<file path="config.mk">
export PLATFORM = sky130hd
export DESIGN_NAME = bmp_scan_ctrl_flat
export DESIGN_NICKNAME = d
export VERILOG_FILES = /design/src/rtl/bmp_scan_ctrl_if.sv /design/src/rtl/bmp_scan_ctrl.sv /design/src/flat_wrapper.sv
export SDC_FILE = /design/constraint.sdc
export NUM_CORES = 1
export LEC_CHECK = 0
export ABC_AREA = 1
export CAP_MARGIN = 15
export CORE_UTILIZATION = 53
export DETAILED_ROUTE_END_ITERATION = 8
export PLACE_DENSITY_LB_ADDON = 0.25
export REMOVE_ABC_BUFFERS = 1
export SLEW_MARGIN = 30
export SYNTH_ARGS = -nofsm -noshare
export SYNTH_HDL_FRONTEND = slang
export SYNTH_SLANG_ARGS = --single-unit
</file>
<file path="constraint.sdc">
create_clock -name clk -period 2.6 [get_ports clk]
set_input_delay 0.26 -clock clk [delete_from_list [all_inputs] [get_ports clk]]
set_output_delay 0.26 -clock clk [all_outputs]
set_load 0.05 [all_outputs]
</file>
<file path="src/rtl/bmp_scan_ctrl_if.sv">
// Handshake bundle between the bitmap scan controller and its bmpreg / ALU environment.
interface bmp_scan_ctrl_if;
    logic       start;
    logic       abort;
    logic       alustart;
    logic       colready;
    logic       rowtopready;
    logic       rowbotready;
    logic       alu_done;
    logic       alu_match;
    logic       wren;
    logic       nextcol;
    logic       nextrowtop;
    logic       nextrowbot;
    logic       busy;
    logic       done;
    logic       err;
    logic [4:0] col_idx;
    logic [5:0] row_idx;
    logic [6:0] hit_count;

    modport master (
        output start, abort, alustart, colready, rowtopready, rowbotready, alu_done, alu_match,
        input  wren, nextcol, nextrowtop, nextrowbot, busy, done, err, col_idx, row_idx, hit_count
    );

    modport slave (
        input  start, abort, alustart, colready, rowtopready, rowbotready, alu_done, alu_match,
        output wren, nextcol, nextrowtop, nextrowbot, busy, done, err, col_idx, row_idx, hit_count
    );
endinterface

</file>
<file path="src/rtl/bmp_scan_ctrl.sv">
// Bitmap scan sequencer: loads bmpreg, walks all column slices, then all top/bottom row
// pairs, counting ALU matches; every wait is bounded by a timeout that lands in ERR.
module bmp_scan_ctrl #(
    parameter int NCOL     = 24,
    parameter int NROWPAIR = 32,
    parameter int TIMEOUT  = 15
) (
    input  logic           clk,
    input  logic           rst_n,
    bmp_scan_ctrl_if.slave bus
);
    typedef enum logic [3:0] {
        S_IDLE,
        S_LOAD,
        S_LWAIT,
        S_CREQ,
        S_CWAIT,
        S_CALU,
        S_RREQ,
        S_RWAIT,
        S_RALU,
        S_FIN,
        S_ERR
    } state_t;

    localparam int              WW        = (TIMEOUT < 2) ? 1 : $clog2(TIMEOUT);
    localparam logic [WW-1:0]   WAIT_LAST = WW'(TIMEOUT - 1);
    localparam logic [5:0]      NCOL_U    = 6'(NCOL);
    localparam logic [6:0]      NROW_U    = 7'(NROWPAIR);

    state_t        state_q, state_d;
    logic [WW-1:0] wait_q, wait_d;
    logic          top_q, top_d;
    logic          bot_q, bot_d;
    logic [4:0]    col_q, col_d;
    logic [5:0]    row_q, row_d;
    logic [6:0]    hit_q, hit_d;
    logic          err_q, err_d;
    logic          wren_q, nextcol_q, nextrow_q, busy_q, done_q;

    logic          top_seen, bot_seen, timed_out;
    logic [5:0]    col_inc;
    logic [6:0]    row_inc;

    assign top_seen  = top_q | bus.rowtopready;
    assign bot_seen  = bot_q | bus.rowbotready;
    assign timed_out = (wait_q == WAIT_LAST);
    assign col_inc   = {1'b0, col_q} + 6'd1;
    assign row_inc   = {1'b0, row_q} + 7'd1;

    always_comb begin
        state_d = state_q;
        col_d   = col_q;
        row_d   = row_q;
        hit_d   = hit_q;
        err_d   = err_q;
        top_d   = 1'b0;
        bot_d   = 1'b0;
        wait_d  = '0;

        case (state_q)
            S_IDLE, S_ERR: begin
                if (bus.start) begin
                    col_d   = '0;
                    row_d   = '0;
                    hit_d   = '0;
                    err_d   = 1'b0;
                    state_d = S_LOAD;
                end
            end
            S_LOAD: state_d = S_LWAIT;
            S_LWAIT: begin
                if (bus.alustart)   state_d = S_CREQ;
                else if (timed_out) state_d = S_ERR;
            end
            S_CREQ: state_d = S_CWAIT;
            S_CWAIT: begin
                if (bus.colready)   state_d = S_CALU;
                else if (timed_out) state_d = S_ERR;
            end
            S_CALU: begin
                if (bus.alu_done) begin
                    col_d   = col_inc[4:0];
                    hit_d   = hit_q + {6'd0, bus.alu_match};
                    state_d = (col_inc < NCOL_U) ? S_CREQ : S_RREQ;
                end else if (timed_out) begin
                    state_d = S_ERR;
                end
            end
            S_RREQ: state_d = S_RWAIT;
            S_RWAIT: begin
                // Top and bottom readies may arrive in any order; hold each until both are seen.
                if (top_seen && bot_seen) begin
                    state_d = S_RALU;
                end else if (timed_out) begin
                    state_d = S_ERR;
                end else begin
                    top_d = top_seen;
                    bot_d = bot_seen;
                end
            end
            S_RALU: begin
                if (bus.alu_done) begin
                    row_d   = row_inc[5:0];
                    hit_d   = hit_q + {6'd0, bus.alu_match};
                    state_d = (row_inc < NROW_U) ? S_RREQ : S_FIN;
                end else if (timed_out) begin
                    state_d = S_ERR;
                end
            end
            S_FIN:   state_d = S_IDLE;
            default: state_d = S_IDLE;
        endcase

        if (state_d == S_ERR) err_d = 1'b1;

        // Abort overrides everything decided above, freezing the progress counters.
        if (bus.abort && (state_q != S_IDLE)) begin
            state_d = S_IDLE;
            col_d   = col_q;
            row_d   = row_q;
            hit_d   = hit_q;
            err_d   = err_q;
            top_d   = 1'b0;
            bot_d   = 1'b0;
        end

        if ((state_d == state_q) &&
            (state_q inside {S_LWAIT, S_CWAIT, S_CALU, S_RWAIT, S_RALU}))
            wait_d = wait_q + 1'b1;
    end

    always_ff @(posedge clk or negedge rst_n) begin
        if (!rst_n) begin
            state_q   <= S_IDLE;
            wait_q    <= '0;
            top_q     <= 1'b0;
            bot_q     <= 1'b0;
            col_q     <= '0;
            row_q     <= '0;
            hit_q     <= '0;
            err_q     <= 1'b0;
            wren_q    <= 1'b0;
            nextcol_q <= 1'b0;
            nextrow_q <= 1'b0;
            busy_q    <= 1'b0;
            done_q    <= 1'b0;
        end else begin
            state_q   <= state_d;
            wait_q    <= wait_d;
            top_q     <= top_d;
            bot_q     <= bot_d;
            col_q     <= col_d;
            row_q     <= row_d;
            hit_q     <= hit_d;
            err_q     <= err_d;
            wren_q    <= (state_d == S_LOAD);
            nextcol_q <= (state_d == S_CREQ);
            nextrow_q <= (state_d == S_RREQ);
            busy_q    <= (state_d inside {S_LOAD, S_LWAIT, S_CREQ, S_CWAIT, S_CALU,
                                          S_RREQ, S_RWAIT, S_RALU});
            done_q    <= (state_d == S_FIN);
        end
    end

    assign bus.wren       = wren_q;
    assign bus.nextcol    = nextcol_q;
    assign bus.nextrowtop = nextrow_q;
    assign bus.nextrowbot = nextrow_q;
    assign bus.busy       = busy_q;
    assign bus.done       = done_q;
    assign bus.err        = err_q;
    assign bus.col_idx    = col_q;
    assign bus.row_idx    = row_q;
    assign bus.hit_count  = hit_q;
endmodule

</file>
<file path="src/flat_wrapper.sv">
// flat-port wrapper written by rule: the top's interface ports become plain ports
module bmp_scan_ctrl_flat 
#(
    parameter int NCOL     = 24,
    parameter int NROWPAIR = 32,
    parameter int TIMEOUT  = 15
)
  (clk, rst_n, bus_start, bus_abort, bus_alustart, bus_colready, bus_rowtopready, bus_rowbotready, bus_alu_done, bus_alu_match, bus_wren, bus_nextcol, bus_nextrowtop, bus_nextrowbot, bus_busy, bus_done, bus_err, bus_col_idx, bus_row_idx, bus_hit_count);
  bmp_scan_ctrl_if bus_i ();
  input  logic clk;
  input  logic rst_n;
  input wire logic [$bits(bus_i.start)-1:0] bus_start;
  input wire logic [$bits(bus_i.abort)-1:0] bus_abort;
  input wire logic [$bits(bus_i.alustart)-1:0] bus_alustart;
  input wire logic [$bits(bus_i.colready)-1:0] bus_colready;
  input wire logic [$bits(bus_i.rowtopready)-1:0] bus_rowtopready;
  input wire logic [$bits(bus_i.rowbotready)-1:0] bus_rowbotready;
  input wire logic [$bits(bus_i.alu_done)-1:0] bus_alu_done;
  input wire logic [$bits(bus_i.alu_match)-1:0] bus_alu_match;
  output wire logic [$bits(bus_i.wren)-1:0] bus_wren;
  output wire logic [$bits(bus_i.nextcol)-1:0] bus_nextcol;
  output wire logic [$bits(bus_i.nextrowtop)-1:0] bus_nextrowtop;
  output wire logic [$bits(bus_i.nextrowbot)-1:0] bus_nextrowbot;
  output wire logic [$bits(bus_i.busy)-1:0] bus_busy;
  output wire logic [$bits(bus_i.done)-1:0] bus_done;
  output wire logic [$bits(bus_i.err)-1:0] bus_err;
  output wire logic [$bits(bus_i.col_idx)-1:0] bus_col_idx;
  output wire logic [$bits(bus_i.row_idx)-1:0] bus_row_idx;
  output wire logic [$bits(bus_i.hit_count)-1:0] bus_hit_count;
  assign bus_i.start = bus_start;
  assign bus_i.abort = bus_abort;
  assign bus_i.alustart = bus_alustart;
  assign bus_i.colready = bus_colready;
  assign bus_i.rowtopready = bus_rowtopready;
  assign bus_i.rowbotready = bus_rowbotready;
  assign bus_i.alu_done = bus_alu_done;
  assign bus_i.alu_match = bus_alu_match;
  assign bus_wren = bus_i.wren;
  assign bus_nextcol = bus_i.nextcol;
  assign bus_nextrowtop = bus_i.nextrowtop;
  assign bus_nextrowbot = bus_i.nextrowbot;
  assign bus_busy = bus_i.busy;
  assign bus_done = bus_i.done;
  assign bus_err = bus_i.err;
  assign bus_col_idx = bus_i.col_idx;
  assign bus_row_idx = bus_i.row_idx;
  assign bus_hit_count = bus_i.hit_count;
  bmp_scan_ctrl #(.NCOL(NCOL), .NROWPAIR(NROWPAIR), .TIMEOUT(TIMEOUT)) u_core (.clk(clk), .rst_n(rst_n), .bus(bus_i));
endmodule
</file>
==> results of run 1 <==
[final cells by class]
| cell class | instances | area share [%] |
|---|---|---|
| clock buffers | 5 | 2.670 |
| clock inverters | 3 | 2.670 |
| inverters | 39 | 5.680 |
| multi-input cells | 196 | 40.15 |
| flip-flops and latches | 34 | 33.01 |
| well taps | 48 | 2.330 |
| repair buffers | 35 | 13.50 |
[sequential cells by signal, summed over array words and instances (netlist names)]
name	count
u_core.bus.col_idx	5
u_core.bot_q	1
u_core.bus.row_idx	6
u_core.bus.done	1
u_core.wait_q	4
u_core.bus.err	1
u_core.bus.nextrowbot	1
u_core.bus.busy	1
u_core.bus.wren	1
u_core.bus.nextcol	1
u_core.top_q	1
u_core.bus.hit_count	7
u_core.state_q	4
[metal layers]
| metal | global-route usage (%) | up-vias | routed length (um) |
|---|---|---|---|
| li1 | - | 972 | - |
| met2 | 40.26 | 78 | 2148 |
| met5 | 0 | - | 0 |
| met4 | 9.722 | 0 | 78 |
| met1 | 34.64 | 893 | 2153 |
| met3 | 5.714 | 8 | 314 |
[stage by stage]
stage	cell area [um^2]	std cells
after global placement	2440	352
after global routing	2577	360
final	2577	360
after floorplan	2032	269
after CTS	2577	360
after detailed placement	2440	352
[Yosys cell counts, types with 2 or more instances]
library cell,n,share of area (%)
sky130_fd_sc_hd__o31ai_1,2,0.73
sky130_fd_sc_hd__a21oi_1,8,1.9
sky130_fd_sc_hd__inv_2,6,1.1
sky130_fd_sc_hd__o21ai_0,12,2.9
sky130_fd_sc_hd__o22ai_1,2,0.61
sky130_fd_sc_hd__ha_1,6,3.7
sky130_fd_sc_hd__nor2_2,6,1.8
sky130_fd_sc_hd__nand2_2,7,2.1
sky130_fd_sc_hd__nand4_1,8,2.4
sky130_fd_sc_hd__nor3b_1,2,0.73
sky130_fd_sc_hd__nand2_4,3,1.6
sky130_fd_sc_hd__nor2_1,20,3.7
sky130_fd_sc_hd__nor3_1,4,0.97
sky130_fd_sc_hd__nand2_1,70,13
sky130_fd_sc_hd__o211ai_1,3,1.1
sky130_fd_sc_hd__xor2_1,2,0.85
sky130_fd_sc_hd__dfrtp_1,34,41
sky130_fd_sc_hd__inv_1,33,6.0
sky130_fd_sc_hd__nand3_1,27,6.6
sky130_fd_sc_hd__nand3_2,2,0.97
[kinds of logic (layout without fill, tap and decap cells)]
family	Yosys count	count (layout)	share of synthesized area, %
xor gates and xnor gates	3	3	1.278
adders and majority gates	6	6	3.652
and+or+nand+nor	153	153	35.48
DFF	34	34	41.39
buffers and inverters	42	82	8.277
AOI/OAI and AO/OA	34	34	9.921
[worst max-delay path, delay by kind of cell, from the launching register on]
family | cells | cell delay [ps]
simple gates | 7 | 1220
compound gates | 1 | 190
buf+inv | 2 | 150
flops | 1 | 530
[power by group through the flow]
stage	clock, uW	sequential (uW)	combinational (uW)
2_1_floorplan	0	723	549
3_3_place_gp	0	643	846
3_5_place_dp	0	646	845
4_1_cts	598	637	850
5_1_grt	620	645	966
6_report	590	640	855
[final timing paths]
check,start,endpoint,slack (ps),depth (start not counted)
min reg2reg,u_core.wait_q[0],u_core.wait_q[0],490,1
max in group asynchronous,rst_n,u_core.bus.row_idx[3],1910,2
min,rst_n,u_core.bus.hit_count[0],390,2
min in group clk,u_core.wait_q[0],u_core.wait_q[0],490,1
max,u_core.state_q[2],u_core.bus.col_idx[1],390,10
max reg2reg,u_core.state_q[2],u_core.bus.col_idx[1],390,10
==> impl_summary.md, run 1 <==
Timing
The post-route worst hold slack is 386.8 ps. Setup violations remaining at the end of the flow were counted as 0. Headroom to the max-slew limit came out at 59.70%. Summed over all failing endpoints, the final setup total negative slack is 0 ps.

The worst path needs 2209 ps of the cycle, external delays included. The final number of max-transition violations was 0. At the pin with the least slew margin, the transition time is 602.3 ps. The final worst-path setup slack is 390.9 ps. The count of endpoints failing hold in the final timing report is 0. The maximum clock frequency is 452.7 MHz. Setup repair after global routing left no endpoint under its margin. The final clock skew is 6.727 ps. In the finished design, the share of the clock period the worst path needs comes to 84.97%.

Setup path
The largest fanout of any net on the critical path is 8. In this design, the stage delay of the slowest critical-path cell is 530 ps. Data arrives at the worst endpoint at 2390 ps. The largest individual stage delay along the critical path comes from the cell sky130_fd_sc_hd__dfrtp_1.

The startpoint kind of the worst setup timing path is a register. Traced cell by cell, the critical path runs through inv_2, nor2_2, nand2_2, nand2_2, nor2_2, nor3_4, nand2_4, nand2_2, inv_2, a32o_1. The worst setup path is captured at a register. The worst setup path is of the reg -> reg kind.

The most numerous cell type found on the critical path is sky130_fd_sc_hd__nand2_2. The data required time of the critical path is 2780 ps.

Power and ir drop
The analysis attributes to cell leakage a power of 0.001298 uW. The portion of total power attributed to combinational logic is 41.0%. The worst supply voltage drop on vdd is 0.3584 mV. Dividing total power by cell area gives a power density of 808.8 mW/mm^2.

The switching power is 862.7 uW. The internal portion of total power is 1222 uW. The clock share of power is 28.3%.

The total power draw is 2085 uW. The fraction of power consumed by sequential logic is 30.7%. The net switching fraction of the power is 41.38%.

Route
For this block, the routed nets add up to 4.694 mm of wire. In the final routed layout, each cell accounts on average for 13.04 um. The post-detailed-route via-to-cell ratio is 5.419. The first-pass iteration count of the detailed router is 4.

The number of nets still failing antenna checks after routing is 0. For this block, the initial DRC count from the detailed router was 83. The detailed-route via count is 1951. The post-detailed-route DRC marker count is 0.

GRT
The total overflow left after global routing is 0. The wire length of the first global-routing pass is 8.107 mm. The initial antenna violation count is 0.

The number of global-route vias before repair is 1768. Global routing used 25.72% of the available tracks. The maximum number of pins on one net before global-route repair is 35.

Synth
The post-synthesis area per instance is 7.558 um^2. In this run, synthesis inferred 0 flip-flops with an integrated enable. Of all flip-flops after synthesis, the portion carrying an async set or reset was 100.0%.

Counting flops and latches in the post-synthesis netlist gives 34. The most used flip-flop cell after synthesis is sky130_fd_sc_hd__dfrtp_1. The Yosys step of the flow raised 0 warnings. Of the synthesized area, sequential elements account for 41.39%. In the synthesized netlist, the number of instances is 272. The count of cell types in the netlist is 35.

The netlist area before placement is 0.002056 mm^2.

Clock network
The level count of the clock H-tree is 2. In this run the clock root is driven by a sky130_fd_sc_hd__clkbuf_8. The clock-pin slew on the worst setup and hold paths is 80 ps. The number of buffers inserted by hold repair at cts is 0. No sink is reached through more buffers than the 2 on the longest clock path. In this run, CTS created clock tree buffers numbering 5. The clock sink count is 34. The clock latency reported for the late side of the worst-skew pair is 290 ps. The number of setup buffers added after CTS is 0. The post-cts resize count is 0. The clock tree from TritonCTS is built.

Placed design
The weighted congestion reported at the end of routability-driven placement is 0.9135. The detailed placer's ending HPWL is 3.497 mm. The count of input and output buffers is 34. Timing analysis after detailed placement gives a worst setup slack of 398.3 ps.

Cells and area
In the final layout, flip-flops and latches occupy 850.8 um^2. Summing all multi-input logic gate instances after layout gives 0.001035 mm^2. The end-of-flow core utilization is 69.88%. At the end of the flow, the number of nets in the layout was 327. The fraction of layout instances using a drive strength above 1 is 10.90%. The repair_antennas step left the layout with diodes totalling 0. In the layout the commonest cells are sky130_fd_sc_hd__nand2_1, sky130_fd_sc_hd__clkdlybuf4s50_1, sky130_fd_sc_hd__dfrtp_1. Leaving out fill and tap cells, the most frequent cell in the layout is sky130_fd_sc_hd__nand2_1.

Fill cells in the final layout number 303. Compared with the post-synthesis result, the final layout area differs by 25.38%.

Floorplanning
The die area is 0.004132 mm^2. The die is 64.28 um wide. After floorplanning, the core was divided into 22 placement rows. The area of the core region is 0.003689 mm^2. Pin placement for this block handled 35 I/O pins. The die is 64.28 um tall. The initial cell density of the core is 55.73%.

Min path
The path class of the tightest hold or removal check is in -> async.

Flow run
Max-cap violations in this run came to 0.

Outcome
The run finished with clean final reports.
No activity file was read; power rests on OpenSTA's default activity.
==> run 2, diff against run 1 <==
- CORE_UTILIZATION: 53 -> 48
- clock period: 2.6 -> 2 ns (I/O delays scaled with it)
==> run 2 against run 1 <==
  * Maximum frequency rose by 15%
  * Utilization up 1.2 points
  * Clock skew fell by 3.7 ps
  * Worst hold slack worse by 74 ps
  * Design area up 12%
  * Largest cell class unchanged
  * Sequential cell count unchanged
  * Cell count rose by 9.7%
  * Clock power grew 9.7%
==> impl_summary.md, run 2 (synthesis results as in run 1) <==
Outcome
Result of the run: complete, no violations (unchanged).

Power and ir drop
The worst supply voltage drop on vdd is 0.6322 mV (was 0.3584 mV). The fraction of power consumed by sequential logic is 28.8% (was 30.7%). The clock share of power was 22.4% (was 28.3%). The net switching fraction of the power is 41.19% (was 41.38%). The portion of total power attributed to combinational logic was 48.9% (was 41.0%). The reported leakage power is 0.001452 uW (was 0.001298 uW). The internal portion of total power is 1700 uW (was 1222 uW). The total power draw is 2890 uW (was 2085 uW). The switching power is 1190 uW (was 862.7 uW).

The power density relative to cell area came to 1002 mW/mm^2 (was 808.8 mW/mm^2).

Route
The number of nets still failing antenna checks after routing was 0 (unchanged). The initial DRC count is 145 (was 83). The first-pass iteration count of the detailed router came to 4 (unchanged). The post-detailed-route DRC marker count came to 0 (unchanged). The post-detailed-route via-to-cell ratio came to 5.233 (was 5.419). The total wire length after detailed routing is 5.250 mm (was 4.694 mm). The routed wirelength normalized by instance count is 13.29 um (was 13.04 um).

The detailed-route via count is 2067 (was 1951).

Cells and area
The number of standard cells in the final layout excluding fillers is 395 (was 360). The fraction of layout instances using a drive strength above 1 came to 25.80% (was 10.90%). The most common library cell in the layout ignoring fill and taps is sky130_fd_sc_hd__nand2_1 (unchanged). The growth of design area from synthesis to finish is 40.35% (was 25.38%). The end-of-flow core utilization is 71.11% (was 69.88%).

The net total in the final layout is 361 (was 327). The flip-flop count of the largest register, all copies and words added is 7 (unchanged). Most used cells in the layout excluding fill and tap cells: sky130_fd_sc_hd__nand2_1, sky130_fd_sc_hd__buf_4, sky130_fd_sc_hd__clkdlybuf4s50_1 (was sky130_fd_sc_hd__nand2_1, sky130_fd_sc_hd__clkdlybuf4s50_1, sky130_fd_sc_hd__dfrtp_1). The count of antenna diodes in the layout is 0 (unchanged).

Clock network
The clock-pin slew on the worst setup and hold paths came to 70 ps (was 80 ps). The clock tree from TritonCTS is built (unchanged). The maximum clock path buffer count is 2 (unchanged). The number of clock buffers inserted by TritonCTS was 5 (unchanged). The clock sink count is 34 (unchanged).

The clock tree root driver cell was sky130_fd_sc_hd__clkbuf_8 (unchanged). The clock latency reported for the late side of the worst-skew pair is 280 ps (was 290 ps). The number of buffers inserted by hold repair at cts is 0 (unchanged).

The level count of the clock H-tree was 2 (unchanged).

Timing
The final worst-path setup slack was 86.35 ps (was 390.9 ps). The count of endpoints failing hold in the final timing report is 0 (unchanged). The final number of max-transition violations is 0 (unchanged). The final setup violation count came to 0 (unchanged).

The final critical-path required period is 1914 ps (was 2209 ps). The final clock skew is 3.056 ps (was 6.727 ps). The final total negative setup slack was 0 ps (unchanged).

The final critical-path share of the clock period came to 95.68% (was 84.97%). The maximum clock frequency is 522.6 MHz (was 452.7 MHz). The relative slew slack came to 64.94% (was 59.70%). The worst-margin pin slew is 524.2 ps (was 602.3 ps).

Setup path
The data required time of the critical path is 2180 ps (was 2780 ps). The critical-path cell with the highest stage delay was sky130_fd_sc_hd__dfrtp_2 (was sky130_fd_sc_hd__dfrtp_1). The type of the worst setup path was reg -> reg (unchanged). The type of destination of the critical path was a register (unchanged). The largest fanout of any net on the critical path is 6 (was 8). The most repeated library cell on the critical path is sky130_fd_sc_hd__nand2_1 (was sky130_fd_sc_hd__nand2_2). Ordered cell list for the critical path: inv_2, nor2_2, buf_4, nand2_1, nand3_1, o21ai_0, nand3_2, nand2_2, nand2_1, nand2_1, nor2_2, nand3_2, nor2_1 (was inv_2, nor2_2, nand2_2, nand2_2, nor2_2, nor3_4, nand2_4, nand2_2, inv_2, a32o_1). The startpoint kind of the worst setup timing path is a register (unchanged). The largest stage delay on the critical path is 470 ps (was 530 ps).

The data arrival at the endpoint of the critical path is 2090 ps (was 2390 ps).

Floorplanning
The I/O pin count is 35 (unchanged). The vertical extent of the die is 67.44 um (was 64.28 um). The die width is 67.44 um (was 64.28 um). The count of standard-cell rows is 23 (was 22).

The initial cell density of the core is 50.66% (was 55.73%). The die area came to 0.004548 mm^2 (was 0.004132 mm^2). The area of the core region is 0.004058 mm^2 (was 0.003689 mm^2).

Placed design
The instance count after placement with tap cells included is 382 (was 352). The detailed placer's ending HPWL was 3.795 mm (was 3.497 mm). The weighted congestion reported at the end of routability-driven placement is 0.9929 (was 0.9135). The setup slack after placement is -41.36 ps (was 398.3 ps).

The count of input and output buffers came to 34 (unchanged).

GRT
The number of global-route vias before repair is 1868 (was 1768). The final global-route overflow total came to 0 (unchanged). The initial antenna violation count is 0 (unchanged). The wire length of the first global-routing pass is 8.273 mm (was 8.107 mm). The overall global routing resource usage is 24.53% (was 25.72%). The maximum number of pins on one net before global-route repair was 35 (unchanged).

Flow run
The max-cap violation count is 0 (unchanged).

Min path
The worst min-delay path class is in -> async (unchanged).
==> run 2: worst paths after layout <==
kind,cells after the start,to,slack [ps],start
max,13,u_core.wait_q[3],90,u_core.state_q[1]
min,2,u_core.top_q,310,rst_n
max reg2reg,13,u_core.wait_q[3],90,u_core.state_q[1]
min reg2reg,1,u_core.bus.hit_count[5],500,u_core.bus.hit_count[5]
max in group asynchronous,2,u_core.state_q[0],1330,rst_n
min in group clk,1,u_core.bus.hit_count[5],500,u_core.bus.hit_count[5]
==> run 2: repair_timing <==
action,CTS,global route
resized for setup,2,26
endpoints found under the setup margin,4,11
pin swaps,0,11
buffers inserted,0,6
hold endpoints to repair,0,0
==> run 2: layout make-up <==
type	count	area (um^2)
fillers	306	1172
multi-input cells	196	1102
flip-flops and latches	34	858.3
repair buffers	69	603.1
inverters	39	146.4
clock buffers	6	82.58
well taps	50	62.56
clock inverters	1	30.03
==> run 2: power groups by stage <==
| stage | Clock (uW) | Combinational [uW] | Sequential [uW] |
|---|---|---|---|
| final | 647 | 1410 | 831 |
| after global routing | 682 | 1540 | 839 |
| after CTS | 656 | 1280 | 820 |
| after detailed placement | 0 | 1270 | 834 |
| after global placement | 0 | 1250 | 832 |
| after floorplan | 0 | 714 | 940 |
==> run 2: routing by layer <==
metal  up-vias  track usage [%]  wire length (um)
met1       960            31.43              2325
met3        10            4.899               246
met2        62            40.88              2606
li1       1035                -                 -
met5         -                0                 0
met4         0            8.511                72
==> run 2: stage by stage <==
step	area, um^2	hold WS (ps)
finish	2885	312.9
global route	2885	350.0
CTS	2766	336.8
detailed placement	2653	491.8
global placement	2653	484.5
floorplan	2032	-95.59
==> run 2: worst max-delay path, delay by kind of cell, from the launching register on <==
| kind | cells | cell delay, ps |
|---|---|---|
| simple gates | 10 | 860 |
| compound gates | 1 | 210 |
| flops | 1 | 470 |
| buf+inv | 2 | 260 |
==> run 3, diff against run 2 <==
- CORE_UTILIZATION: 48 -> 57
- DONT_BUFFER_PORTS: default -> 1
==> run 3 against run 2 <==
  * Maximum frequency down 2.6%
  * Critical path depth unchanged
  * Global-route usage up 3.2 points
  * Worst hold slack worse by 220 ps
==> impl_summary.md, run 3 (synthesis results as in run 1) <==
Outcome
Result of the run: complete, no violations (unchanged).

Placed design
The total cell area at the placement stage is 0.002300 mm^2 (was 0.002653 mm^2). The count of input and output buffers is 0 (was 34). The detailed placer's ending HPWL came to 3.501 mm (was 3.795 mm). The setup slack after placement is -38.65 ps (was -41.36 ps).

The weighted congestion reported at the end of routability-driven placement came to 0.9760 (was 0.9929).

Setup path
The type of destination of the critical path was a register (unchanged). The data arrival at the endpoint of the critical path came to 2250 ps (was 2090 ps). The startpoint kind of the worst setup timing path is a register (unchanged). The largest stage delay on the critical path is 490 ps (was 470 ps). The type of the worst setup path is reg -> reg (unchanged). The data required time of the critical path came to 2290 ps (was 2180 ps). Ordered cell list for the critical path: inv_4, nand2_1, nor2_2, inv_1, o21bai_1, o21ai_0, nand3_1, nand2_2, nand2_1, nand3_1, nor2_2, nand3_2, nor2_1 (was inv_2, nor2_2, buf_4, nand2_1, nand3_1, o21ai_0, nand3_2, nand2_2, nand2_1, nand2_1, nor2_2, nand3_2, nor2_1). The largest fanout of any net on the critical path is 6 (unchanged). The critical-path cell with the highest stage delay was sky130_fd_sc_hd__dfrtp_2 (unchanged).

Floorplanning
The vertical extent of the die is 62.06 um (was 67.44 um). The I/O pin count is 35 (unchanged). The die width is 62.06 um (was 67.44 um).

The die area is 0.003851 mm^2 (was 0.004548 mm^2). The count of standard-cell rows is 21 (was 23). The area of the core region is 0.003390 mm^2 (was 0.004058 mm^2).

The initial cell density of the core is 60.65% (was 50.66%).

Timing
The final number of max-transition violations was 0 (unchanged). The count of endpoints failing hold in the final timing report is 0 (unchanged). The final clock skew came to 15.29 ps (was 3.056 ps). Setup repair after global routing could not meet its margin everywhere. The final setup violation count is 0 (unchanged).

The final critical-path required period was 1964 ps (was 1914 ps). The relative slew slack is 65.55% (was 64.94%). The final worst-path setup slack came to 35.95 ps (was 86.35 ps). The final critical-path share of the clock period is 98.20% (was 95.68%). The worst-margin pin slew is 516.8 ps (was 524.2 ps). The maximum clock frequency is 509.2 MHz (was 522.6 MHz).

Cells and area
The count of antenna diodes in the layout was 0 (unchanged). The fraction of layout instances using a drive strength above 1 is 27.62% (was 25.80%). The flip-flop count of the largest register, all copies and words added is 7 (unchanged). The net total in the final layout is 330 (was 361). The most common library cell in the layout ignoring fill and taps was sky130_fd_sc_hd__nand2_1 (unchanged). The final design area excluding fillers is 0.002532 mm^2 (was 0.002885 mm^2). Most used cells in the layout excluding fill and tap cells: sky130_fd_sc_hd__nand2_1, sky130_fd_sc_hd__buf_4, sky130_fd_sc_hd__inv_1 (was sky130_fd_sc_hd__nand2_1, sky130_fd_sc_hd__buf_4, sky130_fd_sc_hd__clkdlybuf4s50_1). The growth of design area from synthesis to finish is 23.19% (was 40.35%).

Route
The initial DRC count came to 163 (was 145). The total wire length after detailed routing was 5.068 mm (was 5.250 mm). The routed wirelength normalized by instance count was 14.04 um (was 13.29 um). The first-pass iteration count of the detailed router came to 4 (unchanged). The number of nets still failing antenna checks after routing was 0 (unchanged). The post-detailed-route via-to-cell ratio came to 5.584 (was 5.233). The detailed-route via count is 2016 (was 2067). The post-detailed-route DRC marker count is 0 (unchanged).

GRT
The number of global-route vias before repair was 1788 (was 1868). The maximum number of pins on one net before global-route repair is 35 (unchanged). The overall global routing resource usage was 27.77% (was 24.53%). The final global-route overflow total is 0 (unchanged).

The wire length of the first global-routing pass is 7.638 mm (was 8.273 mm). The initial antenna violation count is 0 (unchanged).

Power and ir drop
The portion of total power attributed to combinational logic is 45.4% (was 48.9%). The internal portion of total power came to 1456 uW (was 1700 uW). The power density relative to cell area came to 1041 mW/mm^2 (was 1002 mW/mm^2). The net switching fraction of the power is 44.78% (was 41.19%). The clock share of power is 19.7% (was 22.4%).

The fraction of power consumed by sequential logic is 34.9% (was 28.8%). The reported leakage power is 0.001345 uW (was 0.001452 uW). The worst supply voltage drop on vdd is 0.7553 mV (was 0.6322 mV). The switching power came to 1181 uW (was 1190 uW).

Clock network
The number of clock buffers inserted by TritonCTS is 5 (unchanged). The clock latency reported for the late side of the worst-skew pair came to 350 ps (was 280 ps). The clock tree from TritonCTS is built (unchanged).

The maximum clock path buffer count came to 2 (unchanged). The clock tree root driver cell is sky130_fd_sc_hd__clkbuf_4 (was sky130_fd_sc_hd__clkbuf_8). The level count of the clock H-tree is 2 (unchanged). The clock-pin slew on the worst setup and hold paths is 120 ps (was 70 ps). The clock sink count is 34 (unchanged).

Min path
The worst min-delay path class is in -> reg (was in -> async).

Flow run
The max-cap violation count was 0 (unchanged).
[run 3: final cells by class]
cell class / count / area (um^2)
Multi-Input combinational cell: 196 / 1086
Sequential cell: 34 / 857.1
Fill cell: 251 / 857.1
Timing Repair Buffer: 38 / 300.3
Inverter: 39 / 148.9
Tap cell: 46 / 57.56
Clock inverter: 3 / 45.04
Clock buffer: 5 / 37.54
[run 3: layer usage]
layer / part of all wire, % / vias up / global-route usage, %
met5: 0 / - / 0
met4: 2.3 / 0 / 10.48
met3: 8.5 / 14 / 8.489
met2: 48 / 96 / 43.92
met1: 41 / 933 / 35.68
li1: - / 973 / -
[run 3: critical path, delay by kind of cell, from the launching register on]
| kind | cells | cell delay, ps |
|---|---|---|
| AOI/OAI and AO/OA | 2 | 210 |
| buffers and inverters | 2 | 190 |
| DFF | 1 | 490 |
| and+or+nand+nor | 9 | 1010 |
[run 3: path summary, 6_finish.rpt]
check	from	to	slack, ps	cells after the start
setup / recovery	u_core.state_q[3]	u_core.wait_q[2]	40	13
hold / removal	bus_alu_match	u_core.bus.hit_count[0]	90	3
setup reg to reg	u_core.state_q[3]	u_core.wait_q[2]	40	13
hold reg to reg	u_core.bus.hit_count[1]	u_core.bus.hit_count[1]	540	2
max in group asynchronous	rst_n	u_core.bus.row_idx[2]	1480	2
min in group asynchronous	rst_n	u_core.wait_q[3]	320	2
[run 3: through the flow]
stage	hold WS, ps	TNS (ps)	std cells	power [uW]	utilization, %
floorplan	-95.59	-505.2	269	1654	-
global placement	-94.90	-39.79	343	1908	67.85
detailed placement	-94.80	-76.28	343	1914	67.85
CTS	85.46	0	355	2496	71.65
global route	113.2	-377.3	361	2794	74.71
finish	90.93	0	361	2637	74.71
[run 3: repair_timing]
item	CTS	global route
hold endpoints to repair	34	0
hold buffers	2	0
resized for setup	1	21
endpoints found under the setup margin	5	13
buffers inserted	2	6
gates cloned	0	0
pin swaps	1	3
[run 3: power groups by stage]
stage	Sequential [uW]	Combinational, uW	Clock (uW)
finish	920	1200	520
global placement	919	990	0
global route	932	1310	557
floorplan	940	714	0
detailed placement	919	995	0
CTS	905	1070	526
